`config.mk`:
```
export PLATFORM = sky130hd
export DESIGN_NAME = uart_block_streamer
export DESIGN_NICKNAME = d
export VERILOG_FILES = /design/src/rtl/uart_block_streamer_pkg.sv /design/src/rtl/uart_tx_frame.sv /design/src/rtl/uart_block_streamer.sv
export SDC_FILE = /design/constraint.sdc
export NUM_CORES = 1
export LEC_CHECK = 0
export ABC_AREA = 1
export BUFFER_PORTS_ARGS = -buffer_cell sky130_fd_sc_hd__buf_4
export CORE_MARGIN = 2
export CORE_UTILIZATION = 30
export CTS_CLUSTER_SIZE = 14
export DETAILED_ROUTE_END_ITERATION = 8
export HOLD_SLACK_MARGIN = 0.03
export PLACE_DENSITY = 0.58
export SETUP_SLACK_MARGIN = 0.05
export SLEW_MARGIN = 20
export SYNTH_ARGS = -nofsm -noshare
export SYNTH_HDL_FRONTEND = slang
export SYNTH_SLANG_ARGS = --single-unit
```
`constraint.sdc`:
```
create_clock -name hwclk -period 1.8 [get_ports hwclk]
set_input_delay 0.18 -clock hwclk [delete_from_list [all_inputs] [get_ports hwclk]]
set_output_delay 0.18 -clock hwclk [all_outputs]
set_load 0.02 [all_outputs]
```
`src/rtl/uart_block_streamer_pkg.sv`:
```
// Shared definitions for the UART word streamer: frame FSM encoding, ASCII constants,
// and the elaboration-time parameter legality check.
package uart_block_streamer_pkg;

  typedef enum logic [1:0] {
    ST_IDLE  = 2'd0,
    ST_START = 2'd1,
    ST_DATA  = 2'd2,
    ST_STOP  = 2'd3
  } state_t;

  localparam logic [7:0] ASCII_ZERO = 8'h30;
  localparam logic [7:0] ASCII_LC_A = 8'h61;
  localparam logic [7:0] ASCII_CR   = 8'h0D;
  localparam logic [7:0] ASCII_LF   = 8'h0A;

  function automatic bit params_ok(input int word_w, input int baud_div);
    return (word_w >= 8) && (word_w % 8 == 0) && (baud_div >= 2);
  endfunction

endpackage

```
`src/rtl/uart_tx_frame.sv`:
```
// One 8N1 frame: start bit, 8 data bits LSB first, stop bit, each BAUD_DIV cycles; tx registered.
// A new byte is taken when idle or in the last stop-bit cycle, so frames can run back to back.
module uart_tx_frame
  import uart_block_streamer_pkg::*;
#(
  parameter int BAUD_DIV = 1250
) (
  input  logic       hwclk,
  input  logic       rstn,
  input  logic       start,
  input  logic [7:0] byte_dat,
  output logic       tx,
  output logic       busy,
  output logic       frame_done
);

  localparam int BAUD_W = (BAUD_DIV > 1) ? $clog2(BAUD_DIV) : 1;
  localparam logic [BAUD_W-1:0] BAUD_LAST = BAUD_W'(BAUD_DIV - 1);

  state_t           state;
  logic [BAUD_W-1:0] baud;
  logic [2:0]        bit_cnt;
  logic [7:0]        shreg;
  logic              baud_end;
  logic              load;

  assign baud_end   = (baud == BAUD_LAST);
  assign frame_done = (state == ST_STOP) && baud_end;
  assign load       = start && ((state == ST_IDLE) || frame_done);
  assign busy       = (state != ST_IDLE);

  always_ff @(posedge hwclk or negedge rstn) begin
    if (!rstn) begin
      state   <= ST_IDLE;
      baud    <= '0;
      bit_cnt <= '0;
      shreg   <= '0;
      tx      <= 1'b1;
    end else if (load) begin
      state   <= ST_START;
      baud    <= '0;
      bit_cnt <= '0;
      shreg   <= byte_dat;
      tx      <= 1'b0;
    end else begin
      case (state)
        ST_IDLE: tx <= 1'b1;
        ST_START: begin
          if (baud_end) begin
            baud  <= '0;
            state <= ST_DATA;
            tx    <= shreg[0];
            shreg <= {1'b0, shreg[7:1]};
          end else begin
            baud <= baud + BAUD_W'(1);
          end
        end
        ST_DATA: begin
          if (baud_end) begin
            baud <= '0;
            if (bit_cnt == 3'd7) begin
              state <= ST_STOP;
              tx    <= 1'b1;
            end else begin
              bit_cnt <= bit_cnt + 3'd1;
              tx      <= shreg[0];
              shreg   <= {1'b0, shreg[7:1]};
            end
          end else begin
            baud <= baud + BAUD_W'(1);
          end
        end
        ST_STOP: begin
          // Reaching here with baud_end means no follow-on byte was offered.
          if (baud_end) begin
            baud  <= '0;
            state <= ST_IDLE;
            tx    <= 1'b1;
          end else begin
            baud <= baud + BAUD_W'(1);
          end
        end
        default: state <= ST_IDLE;
      endcase
    end
  end

endmodule

```
`src/rtl/uart_block_streamer.sv`:
```
// Serialises one WORD_W word as a run of UART chars (raw or hex, optional CR/LF); start bit the cycle after accept.
// Word takes chars*10*BAUD_DIV+1 cycles to done; in_ready is low for the whole word, so in_valid then is ignored.
module uart_block_streamer
  import uart_block_streamer_pkg::*;
#(
  parameter int WORD_W         = 512,
  parameter int BAUD_DIV       = 1250,
  parameter int HEX_MODE       = 0,
  parameter int APPEND_NL      = 0,
  parameter int MSB_BYTE_FIRST = 0
) (
  input  logic              hwclk,
  input  logic              rstn,
  input  logic              in_valid,
  output logic              in_ready,
  input  logic [WORD_W-1:0] in_data,
  output logic              tx,
  output logic              busy,
  output logic              done
);

  localparam int NBYTES     = WORD_W / 8;
  localparam int CPB        = (HEX_MODE != 0) ? 2 : 1;
  localparam int DATA_CHARS = NBYTES * CPB;
  localparam int CHARS      = DATA_CHARS + ((APPEND_NL != 0) ? 2 : 0);
  localparam int IDX_W      = $clog2(CHARS) + 1;

  if (!params_ok(WORD_W, BAUD_DIV)) begin : g_param_check
    $error("uart_block_streamer: WORD_W must be a multiple of 8 (>= 8) and BAUD_DIV >= 2");
  end

  // Char i of a word: hex chars come upper nibble first, CR/LF trail the data chars.
  function automatic logic [7:0] char_at(input logic [WORD_W-1:0] w, input logic [IDX_W-1:0] i);
    int         ci;
    int         bi;
    logic [7:0] b;
    logic [3:0] nib;
    ci = int'(i);
    if (ci >= DATA_CHARS) return (ci == DATA_CHARS) ? ASCII_CR : ASCII_LF;
    bi = ci / CPB;
    if (MSB_BYTE_FIRST != 0) bi = NBYTES - 1 - bi;
    b = 8'(w >> (8 * bi));
    if (HEX_MODE == 0) return b;
    nib = (ci % 2 == 0) ? b[7:4] : b[3:0];
    return (nib < 4'd10) ? (ASCII_ZERO + {4'h0, nib}) : (ASCII_LC_A + {4'h0, nib} - 8'd10);
  endfunction

  logic [WORD_W-1:0] data_q;
  logic [IDX_W-1:0]  idx;
  logic              accept;
  logic              more;
  logic              start;
  logic [7:0]        byte_dat;
  logic              frame_busy;
  logic              frame_done;

  assign accept   = in_valid && in_ready && !frame_busy;
  assign more     = (idx < IDX_W'(CHARS));
  assign start    = accept || (busy && frame_done && more);
  assign byte_dat = accept ? char_at(in_data, {IDX_W{1'b0}}) : char_at(data_q, idx);

  always_ff @(posedge hwclk or negedge rstn) begin
    if (!rstn) begin
      data_q   <= '0;
      idx      <= '0;
      in_ready <= 1'b0;
      busy     <= 1'b0;
      done     <= 1'b0;
    end else begin
      done <= 1'b0;
      if (accept) begin
        data_q   <= in_data;
        idx      <= IDX_W'(1);
        in_ready <= 1'b0;
        busy     <= 1'b1;
      end else if (busy && frame_done) begin
        if (more) begin
          idx <= idx + IDX_W'(1);
        end else begin
          idx      <= '0;
          busy     <= 1'b0;
          in_ready <= 1'b1;
          done     <= 1'b1;
        end
      end else if (!busy) begin
        in_ready <= 1'b1;
      end
    end
  end

  uart_tx_frame #(
    .BAUD_DIV(BAUD_DIV)
  ) u_frame (
    .hwclk     (hwclk),
    .rstn      (rstn),
    .start     (start),
    .byte_dat  (byte_dat),
    .tx        (tx),
    .busy      (frame_busy),
    .frame_done(frame_done)
  );

endmodule

```
# Word-level counts from Yosys, hierarchy flattened
# Index checks and enable logic that the tools add are counted.
# op_classes
n_shift,1
n_eq_ne,15
muxes,46
n_reduce_logical,25
addsub,6
magnitude_cmp,3
# ops
op,count
$shr 512x10->8,1
$mux 8,9
$mux 11,3
$logic_not 32->1,1
$mux 7,3
$mux 1,17
$pmux 8 s2,1
$mux 3,5
$ne 3x1->1 const B,5
$add 11x1->11 const B,1
$eq 11x11->1 const B,1
$mux 2,5
$reduce_bool 2->1,5
$add 7x4->8 const A,1
$sub 8x4->8 const B,1
$add 6x4->7 const A,1
$add 7x1->7 const B,1
$eq 7x7->1 const B,1
$ge 7x7->1 const B,1
$lt 7x7->1 const B,1
$logic_and 1x1->1,6
$pmux 2 s3,1
$reduce_and 3->1,2
$reduce_and 5->1,1
other kinds (19),22
# totals
regBits,547
elab_cells,106
inputBits,515

# Logic depth before layout (Yosys ltp)
# Gate-level depths: netlist of run 1.
# depth
ltp_word,9
depth_mapped,16
depth_no_buf,16

# Modules after synthesis
# Synthesis of run 1 repeated with hierarchy kept, for this count alone.
# unflattened
hier_cells,3624
hier_area_um2,26357.8
# modules_own_cells
module,cells_each,n_inst,seq_area_each_um2,area_per_inst_um2
uart_block_streamer,3414,1,13062.5,24785.0
uart_tx_frame,210,1,626.9,1572.8

# Worst setup path after synthesis of run 1
# No wires, ideal clock.
# synth_path
kind,reg2reg
startpoint,register u_frame.state[0]
endpoint,register data_q[263]
path_slack_ns,-0.012
stages_incl_launch_ff,11
t_required_ns,1.684
period_less_slack_ns,1.812
n_path_buf,4
t_arrival_ns,1.696
path_cell_list,dfrtp_1 inv_1 ha_1 nand3_1 buf_2 clkinv_1 buf_2 buf_2 buf_2 nand2_1 nand2_1
# synth_via
elab_chain_cells,3
# synth_lines
item,line_no,source
"start, declared",uart_tx_frame.sv:20,state_t state;
"start signal, assigned",uart_tx_frame.sv:34,state <= ST_IDLE;
"start signal, assigned",uart_tx_frame.sv:40,state <= ST_START;
"start signal, assigned",uart_tx_frame.sv:51,state <= ST_DATA;
$reduce_bool 2->1,uart_tx_frame.sv:30,assign busy = (state != ST_IDLE);
$logic_not 1->1,uart_block_streamer.sv:57,assign accept = in_valid && in_ready && !frame_busy;
$logic_and 1x1->1,uart_block_streamer.sv:57,
"end signal, assigned",uart_block_streamer.sv:72,data_q <= in_data;
"end, declared",uart_block_streamer.sv:48,logic [WORD_W-1:0] data_q;
# No other way between the ends.
# A chain may end at the register's enable or synchronous reset.

# Final worst setup path of run 1
# layout_path
startpoint,register idx[0]
endpoint,register u_frame.shreg[6]
# layout_via
elab_chain_cells,9
word_cells_on_any_way,23
# layout_lines
item,line_no,source
"start, declared",uart_block_streamer.sv:49,logic [IDX_W-1:0] idx;
"start signal, assigned",uart_block_streamer.sv:78,idx <= idx + IDX_W'(1);
$shr 512x10->8 / $logic_not 32->1 (equally long branches),"uart_block_streamer.sv:42, uart_block_streamer.sv:44",
$mux 4,uart_block_streamer.sv:44,nib = (ci % 2 == 0) ? b[7:4] : b[3:0];
$add 7x4->8,uart_block_streamer.sv:45,"return (nib < 4'd10) ? (ASCII_ZERO + {4'h0, nib}) : (ASCII_LC_A + {4'h0, nib} - 8'd10);"
$sub 8x4->8,uart_block_streamer.sv:45,
$mux 8,uart_block_streamer.sv:45,
$mux 8,uart_block_streamer.sv:44,
$mux 8,uart_block_streamer.sv:40,bi = ci / CPB;
$mux 8,uart_block_streamer.sv:60,"assign byte_dat = accept ? char_at(in_data, {IDX_W{1'b0}}) : char_at(data_q, idx);"
$mux 8,uart_tx_frame.sv:39,end else if (load) begin
"end signal, assigned",uart_tx_frame.sv:43,shreg <= byte_dat;
"end signal, assigned",uart_tx_frame.sv:53,"shreg <= {1'b0, shreg[7:1]};"
"end signal, assigned",uart_tx_frame.sv:67,"shreg <= {1'b0, shreg[7:1]};"
"end, declared",uart_tx_frame.sv:23,logic [7:0] shreg;
# Several ways; a longest one is shown, not always the timed one.

==> metrics.md, run 1 <==
| Metric | Value |
|---|---|
| Sw Share | `a little under a quarter` |
| HPWL after DPL | `around 71000 microns` |
| Total track usage | `about a quarter` |
| Leading cell type in the layout, fill and taps excluded | `nand2_1` |
| Worst-margin pin slew | `around 0.50 ns` |
| Pleak | `approximately 22 nW` |
| Status | `finished with violations` |
| DR pass1 iterations | `5` |
| Worst path top cell family by delay | `simple AND/OR/NAND/NOR gates` |
| Max-slew violation count | `0` |
| Core ar. | `86800 sq um` |
| Crit start category | `flop` |
| Initial DRC Count | `approximately 2300` |
| Slew HR | `between 60% and 70%` |
| RSZ-0062 raised after global routing | `true` |
| Synth Warn # | `0` |
| CTS tree | `yes` |
| Post-Syn Area | `26300 sq um` |
| Peak per-stage delay on the critical path | `0.57 ns` |
| DRC errors left | `0` |
| Final min period | `around 2.2 ns` |
| Total CTS buffers | `67` |
| Crit-path cells | `buf_12 > bufbuf_16 > o211ai_1 > nand2_1 > nand2_2 > nand2_2 > nor2_4 > nor2_2 > nor2_2 > nand2_1 > nand2_1 > nand2_1 > nand2_1 > nand2_1` |
| WP data arrival | `2.73 ns` |
| Post-Route WL | `roughly 110000 microns` |
| # IOs | `between 500 and 600` |
| Crit path max fanout | `8` |
| Syn_nets | `between 4000 and 5000` |
| Nets | `around 5200` |
| Final GP Congestion | `0.850` |
| Worst path bufs/invs | `2` |
| Mapped Cells | `3495` |
| PwrDens | `672 nW/um^2` |
| Chip height | `between 300 and 400 microns` |
| Clk Latency, worst-skew pair | `just over 0.6 ns` |
| Antenna Nets Post-Route | `0` |
| Switching Power | `around 6.5 mW` |
| Hold Crit Class | `input pin to asynchronous set/reset pin` |
| Rows | `about 110` |
| Clock skew | `0.0245 ns` |
| Layout cell share with drive strength beyond 1 | `around 23%` |
| Internal | `22.2 mW` |
| Most common cell on crit path | `nand2_1` |
| Slowest cell on crit path | `dfrtp_4` |
| Setup CP Type | `flop to flop` |
| Vias in the first global route | `between 20000 and 30000` |
| CP endpoint kind | `flop` |
| Sequential area share after synthesis | `between 50 and 60%` |
| Number of synthesized register bits | `547` |
| Grt total ovfl | `0` |
| Peak supply drop | `around 0.56 mV` |
| Avg WL per Cell | `between 15 and 20 microns` |
| FMAX | `~450 MHz` |
| Starting density of the core | `about 30%` |
| Sequential share of power | `between 40 and 50%` |
| Largest net degree at the start of global routing | `around 100` |
| Routed via count | `approximately 28000` |
| DR vias/cell | `4.75` |
| H-Tree Depth | `3` |
| Comb pwr share | `under 10%` |
| Die area | `between 90000 and 100000 sq um` |
| Final worst slack | `-0.427 ns` |
| Tcrit/Tclk final | `124%` |
| Input/output buffers | `around 520` |
| Synth-to-layout area growth | `62.6%` |
| Die width | `approximately 300 microns` |
| Share of total power in the clock network | `between 40 and 50%` |
| Initial antenna violation count | `7` |
| Fin util | `roughly 49%` |
| First-pass GRT wire length | `between 150000 and 200000 microns` |
| Final Setup Violations | `31` |
| Mean area per synthesized cell | `around 7.5 sq um` |
| Failing checks | `negative setup slack` |
| Clock Path Buffers | `3` |
| Synth unique cells | `34` |
| Setup TNS Final | `-6.23 ns` |
| Final Hold Violating Endpoints | `0` |
| Crit path required time | `2.30 ns` |
| Max-capacitance violation count | `0` |
| Root Driver | `clkbuf_16` |
| Num Clock Sinks | `547` |
| Clock transition at path regs | `roughly 0.06 ns` |
| Most frequent cells in the layout | `nand2_1 (1624), buf_4 (682), dfrtp_1 (544)` |
[layer usage]
metal	vias to the layer above	GRT usage [%]	part of all wire, %	routed length, microns
met3	259	3.48	5.5	6140
met4	6	10.5	4.2	4710
met5	-	0	0.041	46
met1	13400	30.3	42	47300
li1	13300	-	-	-
met2	944	38.7	48	53600
[stage by stage]
| stage | setup slack (ns) | cell area [sq um] | std cells | power (mW) | hold slack (ns) |
|---|---|---|---|---|---|
| 6_report | -0.427 | 42800 | 5892 | 28.7 | 0.0809 |
| 5_1_grt | -0.590 | 42800 | 5890 | 29.7 | 0.106 |
| 4_1_cts | -0.410 | 41200 | 5835 | 29.0 | 0.0781 |
| 3_5_place_dp | -0.615 | 33000 | 5176 | 13.8 | 0.137 |
| 3_3_place_gp | -0.668 | 33000 | 5176 | 13.8 | 0.138 |
| 2_1_floorplan | 0.0451 | 26300 | 3495 | 12.5 | -0.116 |
[cell families after synthesis]
family                   Yosys count  share of synthesized area (%)
AND/OR/NAND/NOR                 1949                           28.5
AO/OA/AOI/OAI                    519                           11.2
flip-flops                       547                           52.1
XOR/XNOR                           3                         0.0999
adder cells (fa/ha/maj)           11                          0.523
buffers and inverters            466                           7.64
[Yosys cell counts]
cell / count / area share (%)
nand2_1: 1679 / 24
dfrtp_1: 546 / 52
o21ai_0: 308 / 5.9
inv_1: 244 / 3.5
nor2_1: 155 / 2.2
o211ai_1: 122 / 3.5
buf_2: 98 / 1.9
nand3_1: 90 / 1.7
clkbuf_1: 81 / 1.2
a21oi_1: 67 / 1.3
buf_4: 18 / 0.51
ha_1: 11 / 0.52
o22ai_1: 10 / 0.24
buf_1: 9 / 0.13
buf_6: 9 / 0.39
nor3_1: 7 / 0.13
o21ai_1: 5 / 0.095
inv_2: 4 / 0.057
nand2_2: 4 / 0.095
nand4_1: 4 / 0.095
nor2_2: 4 / 0.095
o21a_1: 3 / 0.086
xor2_1: 3 / 0.10
and3_1: 2 / 0.048
clkinv_1: 2 / 0.029
o211ai_2: 2 / 0.095
a21oi_2: 1 / 0.033
a22oi_1: 1 / 0.029
dfstp_2: 1 / 0.10
inv_4: 1 / 0.024
nand2_4: 1 / 0.043
nand3_2: 1 / 0.038
nor4_1: 1 / 0.024
or2_2: 1 / 0.024
[area by class of cell]
| cell class | count | area (sq um) |
|---|---|---|
| Clock buffer | 93 | 1890 |
| Timing Repair Buffer | 1331 | 13100 |
| Fill cell | 7993 | 44000 |
| Sequential cell | 547 | 13700 |
| Timing Repair inverter | 2 | 38.8 |
| Antenna cell | 6 | 15.0 |
| Clock inverter | 24 | 383 |
| Multi-Input combinational cell | 2483 | 11200 |
| Tap cell | 1155 | 1450 |
| Inverter | 251 | 991 |
[power by group through the flow]
stage | clock, mW | combinational [mW] | sequential [mW]
global placement | 0 | 1.32 | 12.5
global route | 15.0 | 2.42 | 12.3
detailed placement | 0 | 1.31 | 12.5
floorplan | 0 | 0.000112 | 12.5
finish | 14.1 | 2.28 | 12.3
CTS | 14.4 | 2.23 | 12.3
[path summary, 6_finish.rpt]
path                             start               end  slack (ns)  depth (start not counted)
max in group asynchronous         rstn        data_q[56]        0.87                          3
setup reg to reg                idx[0]  u_frame.shreg[6]       -0.43                         14
hold reg to reg            data_q[324]       data_q[324]        0.47                          2
hold / removal                    rstn       data_q[112]        0.08                          2
setup / recovery                idx[0]  u_frame.shreg[6]       -0.43                         14
min in group hwclk            in_valid       data_q[185]        0.25                          5
[state kept, by name, summed over array words and instances, names as in the netlist]
| name | cells |
|---|---|
| u_frame.bit_cnt | 3 |
| in_ready | 1 |
| u_frame.tx | 1 |
| busy | 1 |
| done | 1 |
| data_q | 512 |
| u_frame.state | 2 |
| u_frame.baud | 11 |
| u_frame.shreg | 8 |
| idx | 7 |
[what timing repair did]
item                                    CTS  global route
endpoints found under the setup margin  448           145
cloned                                   12            32
pin swaps                                33            37
buffers inserted                         19            20
hold buffers                            513             0
resized for setup                        93           162
hold endpoints to repair                976             0
No activity file was read; power rests on OpenSTA's default activity.
==> inputs of run 2 (changes only) <==
ABC_AREA = unset   (was 1)
CORE_ASPECT_RATIO = 0.9   (was unset)
PLACE_DENSITY = 0.59   (was 0.58)
==> metrics.md, run 2 <==
| Metric | Value |
|---|---|
| Worst-margin pin slew | `0.546 ns (+0.0489 ns)` |
| Crit path required time | `2.30 ns (about the same)` |
| Final min period | `2.74 ns (+0.510 ns)` |
| Mapped Cells | `2764 (-21%)` |
| Root Driver | `clkbuf_16` |
| Status | `finished with violations` |
| DR pass1 iterations | `5 (unchanged)` |
| Top cells by count, synth | `nand2_1 (1578), dfrtp_1 (546), clkbuf_1 (128), mux4_2 (83), mux2i_1 (78)` |
| Number of synthesized register bits | `547 (unchanged)` |
| Fraction of registers with async set/reset | `100% (unchanged)` |
| Rows | `101 (-6.5%)` |
| Initial DRC Count | `1955 (-17%)` |
| WP data arrival | `3.24 ns (+0.51 ns)` |
| EDFF count, synth | `0 (unchanged)` |
| Hold Crit Class | `input pin to flop` |
| Core ar. | `84200 sq um (-3.0%)` |
| FMAX | `365 MHz (-19%)` |
| Slew HR | `63.6% (-3.1 points)` |
| Mean area per synthesized cell | `9.20 sq um (+22%)` |
| First-pass GRT wire length | `170000 microns (+4.5%)` |
| Max reg flops | `512 (unchanged)` |
| Hold_ws | `0.186 ns (+0.105 ns)` |
| Setup TNS Final | `-25.66 ns (-19.43 ns)` |
| Leading cell type in the layout, fill and taps excluded | `nand2_1` |
| Max-capacitance violation count | `0 (unchanged)` |
| HPWL after DPL | `71400 microns (+0.36%)` |
| Nets | `4599 (-12%)` |
| Synth Warn # | `0 (unchanged)` |
| Synth unique cells | `66 (+94%)` |
| Crit-path cells | `buf_12 > buf_8 > buf_6 > mux4_2 > mux4_2 > nand2b_4 > o211ai_4 > o31ai_2 > a221o_1` |
| Vias in the first global route | `27700 (-1.9%)` |
| Crit start category | `flop` |
| Biggest area consumer among synthesized cells | `dfrtp_1` |
| Peak supply drop | `0.808 mV (+43%)` |
| RSZ-0062 raised after global routing | `true` |
| Multi-input logic area | `14200 sq um (+27%)` |
| Initial antenna violation count | `4 (-3)` |
| Tcrit/Tclk final | `152% (+28 points)` |
| CP endpoint kind | `flop` |
| DRC errors left | `0 (unchanged)` |
| Post-Route WL | `118000 microns (+5.9%)` |
| Most frequent cells in the layout | `nand2_1 (943), buf_4 (704), dfrtp_1 (542)` |
| Top-count cell post-synth | `nand2_1` |
| Avg WL per Cell | `22.5 microns (+19%)` |
| Largest reg by FF count | `data_q` |
| Sequential area share after synthesis | `53.9% (+1.8 points)` |
| Starting density of the core | `30.2% (-0.11 points)` |
| Most used DFF post-synth | `dfrtp_1` |
| Clock skew | `0.0191 ns (-0.00546 ns)` |
| Clock transition at path regs | `0.06 ns (about the same)` |
| Grt total ovfl | `0 (unchanged)` |
| Chip height | `280 microns (-6.6%)` |
| Failing checks | `negative setup slack` |
| Max-slew violation count | `0 (unchanged)` |
| FILL cells | `6945 (-13%)` |
| Largest registers | `data_q x512, u_frame.baud x11, u_frame.shreg x8` |
| Placement Cell Area | `32200 sq um (-2.6%)` |
| Layout cell share with drive strength beyond 1 | `44.6% (+22 points)` |
| PwrDens | `597 nW/um^2 (-11%)` |
| Final worst slack | `-0.938 ns (-0.510 ns)` |
| Peak per-stage delay on the critical path | `0.56 ns (about the same)` |
| # IOs | `519 (unchanged)` |
| Synth-to-layout area growth | `80.8%` |
| DR vias/cell | `5.02 (+5.8%)` |
| Final GP Congestion | `0.859 (+1.1%)` |
| Register area | `13700 sq um (about the same)` |
| CTS tree | `yes` |
| Pleak | `23.2 nW (+7.2%)` |
| Num Clock Sinks | `547 (unchanged)` |
| Finished Cell Area | `46000 sq um (+7.5%)` |
| Clk Latency, worst-skew pair | `0.64 ns (+0.02 ns)` |
| Post-Syn Area | `25400 sq um (-3.3%)` |
| Tot Pwr | `27.5 mW (-4.4%)` |
| Routed via count | `26400 (-5.6%)` |
| Slowest cell on crit path | `mux4_2` |
| Largest net degree at the start of global routing | `81 (-21%)` |
| Total CTS buffers | `60 (-10%)` |
| Antenna Nets Post-Route | `0 (unchanged)` |
| Die area | `87100 sq um (-3.3%)` |
| Input/output buffers | `518 (unchanged)` |
| Most common cell on crit path | `mux4_2` |
| Setup CP Type | `flop to flop` |
| Top post-synthesis cells by area | `dfrtp_1 (54%), nand2_1 (23%), mux4_2 (7.4%)` |
| Final Setup Violations | `194 (+530%)` |
| Crit path max fanout | `5 (-3)` |
| Top cell type's share of synthesized area | `53.8% (+1.8 points)` |
| H-Tree Depth | `2 (-1)` |
| Final Hold Violating Endpoints | `0 (unchanged)` |
| Clock Path Buffers | `3 (unchanged)` |
| Die width | `311 microns (+3.6%)` |
| Total track usage | `25.8% (+2.4 points)` |
| Syn_nets | `3290 (-18%)` |
-- run 2: changes by cell type in the layout (fill, tap and decap cells not counted), moves of 67 or more --
cell and delta:
nand2_2 +349, inv_1 -231, o211ai_1 -119, o21ai_0 -279, nand3_1 -67, nand2_1 -681, mux2i_1 +73, mux4_2 +87
nand2_4 +230, nor2_1 -98
-- run 2: cell families (layout without fill, tap and decap cells) --
logic type	count (synthesis)	in the layout	synth area share, %
muxes	185	185	12.2
other	0	3	0
and+or+nand+nor	1691	1691	25.8
AOI/OAI and AO/OA	140	140	3.94
xor gates and xnor gates	7	7	0.241
buffers and inverters	183	1539	3.37
DFF	547	547	53.9
adders and majority gates	11	11	0.541
-- run 2: worst max-delay path, delay by kind of cell, from the launching register on --
kind,cells,cell delay (ns)
AO/OA/AOI/OAI,3,0.52
buffers and inverters,3,0.40
flip-flops,1,0.50
multiplexers,2,1.01
AND/OR/NAND/NOR,1,0.19
-- run 2: through the flow --
step	std cells	util [%]	setup slack [ns]
after floorplan	2764	-	-0.465
after global placement	4467	38.2	-1.14
after detailed placement	4467	38.2	-1.13
after CTS	5240	52.1	-0.899
after global routing	5255	54.6	-0.969
final	5256	54.6	-0.938
-- run 2: what timing repair did --
action	CTS	global route
hold buffers	514	0
pin swaps	524	256
gates cloned	72	17
endpoints found under the hold margin	937	0
buffers inserted	79	32
gates resized for setup	563	656
setup endpoints to repair	503	542
-- run 2: cell type report --
type / instances / share of cell area [%]
Antenna cell: 3 / 0.0163
Clock buffer: 83 / 3.72
Clock inverter: 26 / 0.716
Inverter: 9 / 0.0789
Multi-Input combinational cell: 2034 / 30.9
Sequential cell: 547 / 29.8
Tap cell: 1133 / 3.08
Timing Repair Buffer: 1421 / 31.7
-- run 2: final timing paths --
check | from | to | slack, ns | depth (start not counted)
setup / recovery | idx[0] | u_frame.shreg[2] | -0.94 | 9
min in group asynchronous | rstn | idx[6] | 0.24 | 3
setup reg to reg | idx[0] | u_frame.shreg[2] | -0.94 | 9
hold / removal | in_valid | done | 0.19 | 6
max in group asynchronous | rstn | data_q[35] | 1.03 | 3
hold reg to reg | data_q[94] | data_q[94] | 0.47 | 2
-- run 2: per-layer routing --
metal,wire length [microns],up-vias,GRT usage [%]
met2,56200,1146,42.3
met4,7460,6,13.9
li1,-,11700,-
met1,48000,13200,32.6
met3,6690,402,4.43
met5,35,-,0
-- run 2: power by group --
group	total, mW	switching (mW)	internal, mW
Sequential	12.3	0	12.3
Clock	12.9	5.40	7.49
Combinational	2.27	0.769	1.50
==> inputs of run 3 (changes only) <==
PLACE_DENSITY = 0.57   (was 0.59)
clock period = 2.9 ns   (was 1.8 ns; I/O delays follow)
==> metrics.md, run 3 (synthesis gave the netlist of run 2 again) <==
| Metric | Value |
|---|---|
| Max reg flops | `512 (unchanged)` |
| Grt total ovfl | `0 (unchanged)` |
| Final worst slack | `0.130 ns (+1.07 ns)` |
| Clk Latency, worst-skew pair | `0.65 ns (about the same)` |
| Clock transition at path regs | `0.06 ns (about the same)` |
| Hold path start | `in_valid` |
| Avg WL per Cell | `20.5 microns (-9.0%)` |
| Hold Crit Depth | `3 (-3)` |
| Final Hold Violating Endpoints | `0 (unchanged)` |
| First-pass GRT wire length | `152000 microns (-10%)` |
| Pleak | `20.4 nW (-12%)` |
| # IOs | `519 (unchanged)` |
| DRC errors left | `0 (unchanged)` |
| Core ar. | `84200 sq um (unchanged)` |
| CP endpoint kind | `flop` |
| Input/output buffers | `518 (unchanged)` |
| Slew HR | `53.7% (-9.9 points)` |
| HPWL after DPL | `70900 microns (-0.71%)` |
| WP data arrival | `3.29 ns (+0.05 ns)` |
| Max-slew violation count | `0 (unchanged)` |
| H-Tree Depth | `2 (unchanged)` |
| Post-Route WL | `102000 microns (-14%)` |
| Worst-margin pin slew | `0.695 ns (+0.148 ns)` |
| Synth-to-layout area growth | `49.7%` |
| FMAX | `361 MHz (-1.2%)` |
| Crit Reg-Reg Startpoint | `idx[0]` |
| Tcrit/Tclk final | `95.5% (-57 points)` |
| Die width | `311 microns (unchanged)` |
| Routed via count | `23700 (-10%)` |
| Peak supply drop | `0.449 mV (-44%)` |
| PwrDens | `444 nW/um^2 (-26%)` |
| Crit path required time | `3.42 ns (+1.12 ns)` |
| Multi-input logic area | `10900 sq um (-23%)` |
| Die area | `87100 sq um (unchanged)` |
| Setup WS pre-CTS | `-0.188 ns (+0.937 ns)` |
| Largest net degree at the start of global routing | `150 (+85%)` |
| Initial DRC Count | `1659 (-15%)` |
| Fin util | `45.2% (-9.4 points)` |
| DR pass1 iterations | `5 (unchanged)` |
| Clock skew | `0.0521 ns (+0.0330 ns)` |
| Leading cell type in the layout, fill and taps excluded | `nand2_1` |
| R2R Setup Slk | `0.13 ns (+1.07 ns)` |
| Largest reg by FF count | `data_q` |
| Chip height | `280 microns (unchanged)` |
| FF-to-FF End | `u_frame.shreg[0]` |
| Num Clock Sinks | `547 (unchanged)` |
| Largest registers | `data_q x512, u_frame.baud x11, u_frame.shreg x8` |
| Root Driver | `clkbuf_16` |
| Status | `finished clean` |
| Final GP Congestion | `0.869 (+1.2%)` |
| Setup CP Type | `flop to flop` |
| Total CTS buffers | `61 (+1.7%)` |
| Total track usage | `23.0% (-2.8 points)` |
| Hold endpoint | `idx[0]` |
| Layout cell share with drive strength beyond 1 | `21.3% (-23 points)` |
| Non-Filler Instances | `4953 (-5.8%)` |
| Hold Crit Class | `input pin to flop` |
| CTS tree | `yes` |
| Crit start category | `flop` |
| R2R depth | `9 (unchanged)` |
| Max-capacitance violation count | `0 (unchanged)` |
| Setup TNS Final | `0 ns (+25.66 ns)` |
| Clock Path Buffers | `3 (unchanged)` |
| FILL cells | `7845 (+13%)` |
| Starting density of the core | `30.2% (unchanged)` |
| Initial antenna violation count | `11 (+7)` |
| DR vias/cell | `4.79 (-4.7%)` |
| Final Setup Violations | `0 (-100%)` |
| Hold_ws | `0.203 ns (+0.0167 ns)` |
| Antenna Nets Post-Route | `0 (unchanged)` |
| Final min period | `2.77 ns (+0.0323 ns)` |
| Rows | `101 (unchanged)` |
| Nets | `4298 (-6.5%)` |
| Most frequent cells in the layout | `nand2_1 (1578), buf_4 (582), dfrtp_1 (542)` |
| Crit path max fanout | `17 (+12)` |
| RSZ-0062 raised after global routing | `false` |
| Vias in the first global route | `24700 (-11%)` |
| Register area | `13700 sq um (unchanged)` |
| DP Cell Count | `4327 (-3.1%)` |
[run 3: cell count changes in the layout (fill, tap and decap cells not counted), sizes merged]
| cell | change |
|---|---|
| buf | -289 |
| clkinv | -5 |
| bufinv | -3 |
| inv | -3 |
| bufbuf | -2 |
| clkbuf | -2 |
| diode | +1 |
[run 3: metal layers]
metal	wire (microns)	track usage, %	share of wire (%)	up-vias
met5	77	0	0.076	-
met4	5230	11.2	5.2	12
met3	6750	5.03	6.6	258
met2	46300	35.8	46	861
met1	43200	30.4	43	11600
li1	-	-	-	11000
[run 3: worst max-delay path by stage]
stage	start	end	slack, ns
6_report	idx[0]	u_frame.shreg[0]	0.13
5_1_grt	idx[0]	u_frame.shreg[0]	0.11
4_1_cts	idx[0]	u_frame.shreg[0]	0.17
3_5_place_dp	idx[0]	u_frame.shreg[2]	-0.19
3_3_place_gp	idx[0]	u_frame.shreg[2]	-0.14
2_1_floorplan	idx[0]	u_frame.shreg[2]	0.61
[run 3: stage by stage]
| step | power, mW | cell area, sq um |
|---|---|---|
| final | 16.9 | 38100 |
| after global routing | 17.5 | 38000 |
| after CTS | 17.0 | 38000 |
| after detailed placement | 8.59 | 30900 |
| after global placement | 8.58 | 30900 |
| after floorplan | 7.78 | 25400 |
[run 3: repair_timing]
item                                    in CTS  in global routing
endpoints found under the setup margin       2                  0
buffers inserted                             2                  0
endpoints found under the hold margin      568                  0
hold buffers                               513                  0
gates resized for setup                      1                  0
[run 3: where the power goes]
part / internal [mW] / switching [mW]
Clock: 4.58 / 3.29
Sequential: 7.63 / 0
Combinational: 0.918 / 0.485
Total: 13.1 / 3.78
[run 3: final cells by class]
| class | instances | area share, % |
|---|---|---|
| Sequential cell | 547 | 36.0 |
| Multi-Input combinational cell | 2034 | 28.6 |
| Timing Repair Buffer | 1119 | 26.2 |
| Clock buffer | 92 | 4.80 |
| Tap cell | 1133 | 3.73 |
| Clock inverter | 15 | 0.500 |
| Inverter | 9 | 0.0888 |
| Antenna cell | 4 | 0.0263 |
[run 3: worst max-delay path: stages (launching register included)]
cell      delay, ns
dfrtp_4        0.45
buf_12         0.19
buf_4          0.16
mux4_1         0.54
nand2_1        0.09
nand2_1        0.05
a221oi_1       0.50
buf_4          0.22
o31ai_1        0.07
a221o_1        0.34
